`config.mk`:
```
export PLATFORM = sky130hd
export DESIGN_NAME = pri_arbiter_8
export DESIGN_NICKNAME = d
export VERILOG_FILES = /design/src/rtl/pri_arb_pkg.sv /design/src/rtl/pri_pick_8.sv /design/src/rtl/pri_arbiter_8.sv
export SDC_FILE = /design/constraint.sdc
export NUM_CORES = 1
export LEC_CHECK = 0
export ABC_AREA = 1
export CAP_MARGIN = 15
export CORE_ASPECT_RATIO = 1.4
export CORE_MARGIN = 2
export CORE_UTILIZATION = 50
export DETAILED_ROUTE_END_ITERATION = 12
export PLACE_DENSITY = 0.84
export SETUP_SLACK_MARGIN = 0.2
export SLEW_MARGIN = 10
export SYNTH_ARGS = -nofsm -noshare
export SYNTH_HDL_FRONTEND = slang
export SYNTH_SLANG_ARGS = --single-unit
```
`constraint.sdc`:
```
create_clock -name clk -period 1.5 [get_ports clk]
set_clock_uncertainty 0.1 [all_clocks]
set_input_delay 0.45 -clock clk [delete_from_list [all_inputs] [get_ports clk]]
set_output_delay 0.45 -clock clk [all_outputs]
set_load 0.02 [all_outputs]
```
`src/rtl/pri_arb_pkg.sv`:
```
// pri_arb_pkg
// Shared constants, FSM state type and index helper for the 8-requester
// priority arbiter (pri_arbiter_8) and its combinational picker (pri_pick_8).
package pri_arb_pkg;

    localparam int unsigned NREQ  = 8;
    localparam int unsigned IDX_W = 3;

    typedef enum logic [1:0] {
        IDLE,
        GRANT,
        GAP
    } arb_state_t;

    // Binary index of a one-hot vector; returns 0 for an all-zero input.
    function automatic logic [IDX_W-1:0] onehot_to_idx(input logic [NREQ-1:0] oh);
        logic [IDX_W-1:0] idx;
        idx = '0;
        for (int unsigned i = 0; i < NREQ; i++) begin
            if (oh[i]) begin
                idx = idx | IDX_W'(i);
            end
        end
        return idx;
    endfunction

endpackage

```
`src/rtl/pri_pick_8.sv`:
```
// pri_pick_8
// Combinational priority picker. Priority descends from index `top` with
// wrap-around (top, top-1, ..., 0, 7, ...). With top=7 this is plain
// fixed priority, bit 7 highest.
// Ports:
//   req [7:0]  in   request vector
//   top [2:0]  in   highest-priority index
//   win [7:0]  out  one-hot winner (0 when no request)
//   any        out  at least one request present
module pri_pick_8
    import pri_arb_pkg::*;
(
    input  logic [NREQ-1:0]  req,
    input  logic [IDX_W-1:0] top,
    output logic [NREQ-1:0]  win,
    output logic             any
);

    logic [NREQ-1:0]  rot;
    logic [NREQ-1:0]  rot_win;
    logic [IDX_W-1:0] src;

    // Rotate so that req[top] lands on bit 7, take the highest set bit,
    // then rotate the one-hot result back to the original positions.
    always_comb begin
        rot     = '0;
        rot_win = '0;
        win     = '0;
        src     = '0;
        for (int unsigned j = 0; j < NREQ; j++) begin
            src    = IDX_W'(j) + top + 3'd1;
            rot[j] = req[src];
        end
        for (int unsigned j = 0; j < NREQ; j++) begin
            if (rot[j]) begin
                rot_win    = '0;
                rot_win[j] = 1'b1;
            end
        end
        for (int unsigned j = 0; j < NREQ; j++) begin
            src      = IDX_W'(j) + top + 3'd1;
            win[src] = rot_win[j];
        end
        any = |req;
    end

endmodule

```
`src/rtl/pri_arbiter_8.sv`:
```
// pri_arbiter_8
// Sequential 8-requester bus arbiter. Grants one requester, holds the grant
// while it keeps requesting, limits each tenure to MAX_HOLD cycles and
// inserts a one-cycle bus-turnaround gap between tenures.
// Fixed priority (bit 7 highest) by default; defining PRI_ARB_ROUND_ROBIN_EN
// adds a rotating priority pointer.
// Parameters:
//   MAX_HOLD     maximum consecutive grant cycles per tenure (1..255)
// Ports:
//   clk          in   clock, rising edge
//   rst          in   asynchronous active-high reset
//   en           in   arbitration enable (gates new grants only)
//   req [7:0]    in   request vector
//   gnt [7:0]    out  one-hot grant
//   gnt_idx [2:0] out binary index of granted requester (0 when idle)
//   gnt_vld      out  grant active
//   expired      out  pulse: previous tenure ended by the hold limit
//   expired_idx [2:0] out index of the timed-out requester (0 otherwise)
module pri_arbiter_8
    import pri_arb_pkg::*;
#(
    parameter int unsigned MAX_HOLD = 16
) (
    input  logic             clk,
    input  logic             rst,
    input  logic             en,
    input  logic [NREQ-1:0]  req,
    output logic [NREQ-1:0]  gnt,
    output logic [IDX_W-1:0] gnt_idx,
    output logic             gnt_vld,
    output logic             expired,
    output logic [IDX_W-1:0] expired_idx
);

    localparam logic [7:0] HOLD_LIMIT = 8'(MAX_HOLD);

    arb_state_t       state;
    logic [7:0]       hold_cnt;
    logic [NREQ-1:0]  win;
    logic             any;
    logic [IDX_W-1:0] win_idx;
    logic [IDX_W-1:0] top;

    pri_pick_8 u_pick (
        .req (req),
        .top (top),
        .win (win),
        .any (any)
    );

    assign win_idx = onehot_to_idx(win);

`ifdef PRI_ARB_ROUND_ROBIN_EN
    logic [IDX_W-1:0] top_q;

    // The winner drops to lowest priority: the next index down becomes top.
    always_ff @(posedge clk or posedge rst) begin
        if (rst) begin
            top_q <= 3'd7;
        end else if (state == IDLE && en && any) begin
            top_q <= win_idx - 3'd1;
        end
    end

    assign top = top_q;
`else
    assign top = 3'd7;
`endif

    always_ff @(posedge clk or posedge rst) begin
        if (rst) begin
            state       <= IDLE;
            gnt         <= '0;
            gnt_idx     <= '0;
            gnt_vld     <= 1'b0;
            expired     <= 1'b0;
            expired_idx <= '0;
            hold_cnt    <= '0;
        end else begin
            case (state)
                IDLE: begin
                    if (en && any) begin
                        state    <= GRANT;
                        gnt      <= win;
                        gnt_idx  <= win_idx;
                        gnt_vld  <= 1'b1;
                        hold_cnt <= 8'd1;
                    end
                end
                GRANT: begin
                    // Release is tested first so it wins over a simultaneous timeout.
                    if (!req[gnt_idx]) begin
                        state    <= GAP;
                        gnt      <= '0;
                        gnt_idx  <= '0;
                        gnt_vld  <= 1'b0;
                        hold_cnt <= '0;
                    end else if (hold_cnt >= HOLD_LIMIT) begin
                        state       <= GAP;
                        expired     <= 1'b1;
                        expired_idx <= gnt_idx;
                        gnt         <= '0;
                        gnt_idx     <= '0;
                        gnt_vld     <= 1'b0;
                        hold_cnt    <= '0;
                    end else begin
                        hold_cnt <= hold_cnt + 8'd1;
                    end
                end
                GAP: begin
                    state       <= IDLE;
                    expired     <= 1'b0;
                    expired_idx <= '0;
                end
                default: begin
                    state <= IDLE;
                end
            endcase
        end
    end

endmodule

```
==> run summary, run 1 <==
Status = complete, but fails checks
Violated checks = setup timing
Root Driver = clkbuf_4
Top-area cell type share of the netlist area = 0.485
P_sw = 1.62 mW
Hold Crit Endpoint = gnt[2]$_DFFE_PP0P_
Sw Ratio = 0.465
Commonest non-fill, non-tap cell in the layout = nand2_1
Largest net degree at the start of global routing = 27
Worst hold start = req[2]
Antenna violations before repair = 0
Power Dens Cells = 1600 nW/µm²
Drt drc = 0
Count of final setup violators = 4
Register bit count reported by yosys = 26
Port bufs = 26
Largest delay contributor family on the critical path = flip-flops
CP max stage delay = 450 ps
Vias in the first global route = 1,440
Die Span X = 47.8 µm
Worst path required time = 950 ps
R2r setup slk = -10 ps
Post-Layout Cell Count = 261
Crit path from = gnt_idx[0]$_DFFE_PP0P_
FMAX = 659 MHz
Placed Cells = 242
Hold_ws = 244 ps
All-Layer GR Usage = 0.304
Min Tclk post-route = 1520 ps
R2r startpoint = gnt_idx[0]$_DFFE_PP0P_
Least-Margin Pin Slew = 323 ps
First-pass DRT Iterations = 4
CP Launch Type = register
Final slew viol count = 0
Area Overhead vs Synth = 61.8%
Max_slew headroom = 0.784
PnR worst setup slack = -17.7 ps
Core region area = 2590 µm²
Reg-to-Reg End = gnt_idx[0]$_DFFE_PP0P_
Worst R2R Path Depth = 8
Antenna viol nets, final = 0
Gpl congestion = 0.944
Effective utilization at floorplan = 0.518
Seq/Total Area, Yosys = 0.485
Max H-tree Level = 1
Largest area contributor in the netlist = dfrtp_1
Max VDD drop = 1230 µV
IO Pins = 27
Buf/Inv on CP = 1
Rows = 22
Syn avg cell area = 8.13 µm²
Most frequent cells in the layout = 35 x nand2_1, 25 x buf_4, 24 x dfrtp_1
Ranking of synthesized cells by area = dfrtp_1 49%, nand2_1 16%, inv_1 7.0%, nand3_1 6.0%, nor2_1 3.1%
Leak pwr = 1.13 nW
CTS Buf Count = 3
Clock Latency Late Sink = 360 ps
WL per Instance = 18.6 µm
Critical-path cell list = buf_2
Multi-input logic area = 807 µm²
Vias per inst = 5.60
HP Class = primary input to register
Clock Pin Slew Worst Setup and Hold Paths = 170 ps
Hold path cells = 3
Fillers = 134
Clk pwr share = 0.151
CP Capture Type = output port
Antenna Cells = 0
Global-route wire length before repair = 6680 µm
Seq. cell area = 653 µm²
Final worst-path cycle share = 1.01
Initial DRC count = 80
CTS Buffer Depth = 2
Crit path DAT = 970 ps
Mapped cell area = 1340 µm²
Cell variety after synth = 26
Final Hold Fails = 0
Slowest stage cell on the critical path = dfrtp_2
Logic gate share of total power = 0.562
Number of max-cap violations = 0
Internal Power = 1.86 mW
Final HPWL DP = 2380 µm
Clk sinks = 26
Share of layout cells above drive strength 1 = 0.556
Critical path type = register to output port
Die height = 65.3 µm
Remaining global-route overflow = 0
Total Wirelength = 4870 µm
Net count after synthesis = 178
Reg power frac = 0.287
Layout Nets = 239
Max FO, Critical Path = 2
Die area = 3120 µm²
CTS tree = built
Unrepaired setup endpoints after global routing = yes
Post-Synthesis Cells = 165
Yosys warns = 0
Via count = 1,461
logic make-up (layout without fill, tap and decap cells):
logic type	count (synthesis)	count (layout)	synth area share
AND/OR/NAND/NOR	99	101	0.354
XOR/XNOR	2	2	0.0131
adder cells (fa/ha/maj)	2	2	0.0187
buffers and inverters	28	86	0.0849
flip-flops	26	26	0.485
AO/OA/AOI/OAI	8	8	0.0448
flip-flops by register name, summed over array words and instances (netlist names):
signal and cells:
expired 1, state 2, gnt_idx 3, gnt_vld 1, hold_cnt 8, gnt 8
expired_idx 3
power groups by stage:
stage / registers [mW] / logic, mW / clock network [mW]
final: 0.996 / 1.95 / 0.523
after global routing: 1.00 / 2.05 / 0.550
after CTS: 0.978 / 1.70 / 0.495
after detailed placement: 0.951 / 1.26 / 0
after global placement: 0.941 / 1.23 / 0
after floorplan: 1.07 / 0.719 / 0
per-stage QoR:
step / util / TNS, ps / total power, mW / instance area [µm²] / worst slack, ps
2_1_floorplan: - / 0 / 1.79 / 1370 / 113
3_3_place_gp: 0.693 / -11650 / 2.18 / 1790 / -535
3_5_place_dp: 0.693 / -12880 / 2.21 / 1790 / -602
4_1_cts: 0.801 / 0 / 3.17 / 2070 / 11.9
5_1_grt: 0.839 / -707 / 3.60 / 2170 / -75.1
6_report: 0.839 / -50.0 / 3.47 / 2170 / -17.7
layout make-up:
cell class | count | share of cell area
clock buffer | 3 | 0.0104
clock inverter | 1 | 0.0138
inverter | 26 | 0.0513
multi-input combinational | 113 | 0.372
sequential | 26 | 0.301
tap | 36 | 0.0207
timing repair buffer | 56 | 0.231
metal layers:
layer  track usage  vias up  routed length, µm
met3        0.0495       23                271
met2         0.525       84               2610
met5             0        -                  0
li1              -      637                  -
met1         0.324      717               1720
met4         0.179        0                268
what timing repair did:
| action | in CTS | in global routing |
|---|---|---|
| hold buffers | 0 | 0 |
| endpoints found under the setup margin | 42 | 42 |
| gates resized for setup | 173 | 24 |
| pin swaps | 24 | 20 |
| buffers inserted | 6 | 7 |
| cloned | 2 | 0 |
synthesized netlist by cell type, drive strengths merged:
| master | n |
|---|---|
| o21ai | 5 |
| nor3 | 1 |
| o211ai | 1 |
| dfrtp | 26 |
| buf | 2 |
| nand4 | 5 |
| nand3 | 18 |
| inv | 26 |
| o21bai | 1 |
| nand2 | 61 |
| ha | 2 |
| a21oi | 1 |
| xor2 | 1 |
| nor2 | 14 |
| xnor2 | 1 |
worst max-delay path by stage:
| stage | end | cells past startpoint |
|---|---|---|
| after global placement | gnt[0]$_DFFE_PP0P_ | 7 |
| after CTS | gnt_idx[0] | 1 |
| after global routing | expired_idx[1]$_DFFE_PP0P_ | 10 |
| final | gnt_idx[0] | 1 |
| after floorplan | gnt_idx[1]$_DFFE_PP0P_ | 8 |
| after detailed placement | gnt[4]$_DFFE_PP0P_ | 7 |
(Power assumes the default switching activity.)
==> run 2, diff against run 1 <==
- CORE_UTILIZATION: 50 -> 45
- PLACE_DENSITY: 0.84 -> 0.77
==> run summary, run 2 (synthesis gave the netlist of run 1 again) <==
Max VDD drop = 1050 µV
All-Layer GR Usage = 0.252
Commonest non-fill, non-tap cell in the layout = nand2_1
Crit path DAT = 1610 ps
Worst hold start = req[3]
Min Tclk post-route = 1490 ps
Clock Latency Late Sink = 270 ps
P_sw = 1.51 mW
PnR worst setup slack = 7.06 ps
Die height = 68.6 µm
Vias in the first global route = 1,444
R2r startpoint = gnt_idx[0]$_DFFE_PP0P_
Core region area = 2850 µm²
Root Driver = clkbuf_8
Total Wirelength = 4100 µm
Antenna violations before repair = 0
Clk pwr share = 0.138
Rows = 23
Gpl congestion = 0.873
CP Capture Type = register
Max H-tree Level = 1
CTS Buf Count = 3
Max FO, Critical Path = 7
WL per Instance = 15.5 µm
Area Overhead vs Synth = 62.5%
Antenna Cells = 0
Most used cell, CP = nand2_1
Top Registers = gnt: 8 flops, hold_cnt: 8 flops
Clk sinks = 26
Effective utilization at floorplan = 0.471
Port bufs = 26
Logic gate share of total power = 0.570
Pre-CTS setup slack = -623 ps
Final HPWL DP = 2430 µm
Most frequent cells in the layout = 36 x nand2_1, 27 x buf_4, 24 x dfrtp_1
Largest net degree at the start of global routing = 27
Die Span X = 50.1 µm
Antenna viol nets, final = 0
Clock Pin Slew Worst Setup and Hold Paths = 90 ps
Number of max-cap violations = 0
Least-Margin Pin Slew = 367 ps
Worst path required time = 1620 ps
Global-route wire length before repair = 6450 µm
Final slew viol count = 0
CP Launch Type = register
Leak pwr = 1.15 nW
Remaining global-route overflow = 0
Count of final setup violators = 0
Vias per inst = 5.21
Internal Power = 1.82 mW
Final Hold Fails = 0
Power Dens Cells = 1530 nW/µm²
Largest delay contributor family on the critical path = simple AND/OR/NAND/NOR gates
Slowest stage cell on the critical path = dfrtp_2
Initial DRC count = 41
Die area = 3440 µm²
CP max stage delay = 420 ps
Sw Ratio = 0.454
Layout Nets = 241
CTS Buffer Depth = 2
Crit path from = gnt_idx[0]$_DFFE_PP0P_
Final worst-path cycle share = 0.995
CTS tree = built
Max_slew headroom = 0.755
HP Class = primary input to register
Buf/Inv on CP = 1
Status = complete, no violations
Reg power frac = 0.292
Critical-path cell list = buf_8 -> nand2_2 -> nand3_2 -> nand3_4 -> nand4_4 -> nand2_4 -> nand2_1 -> nand2_1
Hold_ws = 365 ps
Critical path type = register to register
FMAX = 670 MHz
First-pass DRT Iterations = 4
Unrepaired setup endpoints after global routing = yes
Via count = 1,375
IO Pins = 27
Drt drc = 0
Share of layout cells above drive strength 1 = 0.520
==> run 2: timing repair <==
action / CTS / global route
buffers inserted: 12 / 5
hold buffers: 0 / 0
cloned: 2 / 0
gates resized for setup: 156 / 28
pin swaps: 22 / 9
setup endpoints to repair: 42 / 42
==> run 2: per-stage QoR <==
step	TNS (ps)	cell area (µm²)	util	std cells	power (mW)
after detailed placement	-13040	1780	0.625	241	2.23
after floorplan	0	1370	-	165	1.79
after global routing	-231	2180	0.765	264	3.52
after global placement	-11770	1780	0.625	241	2.18
after CTS	0	2040	0.716	259	3.05
final	0	2180	0.765	264	3.34
==> run 2: final timing paths <==
path	to	slack (ps)	cells after the start
max in group asynchronous	state[0]$_DFFE_PP0P_	740	3
max reg2reg	gnt_idx[2]$_DFFE_PP0P_	7	8
min in group asynchronous	gnt_vld$_DFFE_PP0P_	400	3
min reg2reg	expired$_DFFE_PP0P_	400	2
max	gnt_idx[2]$_DFFE_PP0P_	7	8
min	gnt[3]$_DFFE_PP0P_	370	3
==> run 2: worst reg2reg max path, delay by kind of cell (launching register included) <==
| kind | cells | cell delay (ps) |
|---|---|---|
| simple gates | 7 | 770 |
| flops | 1 | 420 |
| buf+inv | 1 | 150 |
==> run 2: area by class of cell <==
cell class                      instances  area (µm²)
Timing Repair Buffer                   58         519
Multi-Input combinational cell        113         795
Fill cell                             172         669
Sequential cell                        26         653
Tap cell                               37        46.3
Clock buffer                            4        55.1
Inverter                               26         111
==> run 2: per-layer routing <==
metal	routed length (µm)	GRT usage	up-vias	share of wire
met5	0	0	-	0
met4	168	0.149	0	0.041
met3	135	0.0409	18	0.033
met2	2360	0.500	49	0.57
met1	1440	0.242	673	0.35
li1	-	-	635	-
==> run 2: power groups by stage <==
| stage | Clock, mW | Sequential, mW | Combinational [mW] |
|---|---|---|---|
| after floorplan | 0 | 1.07 | 0.719 |
| after global placement | 0 | 0.942 | 1.24 |
| after detailed placement | 0 | 0.950 | 1.28 |
| after CTS | 0.460 | 0.973 | 1.62 |
| after global routing | 0.494 | 0.991 | 2.03 |
| final | 0.461 | 0.976 | 1.90 |
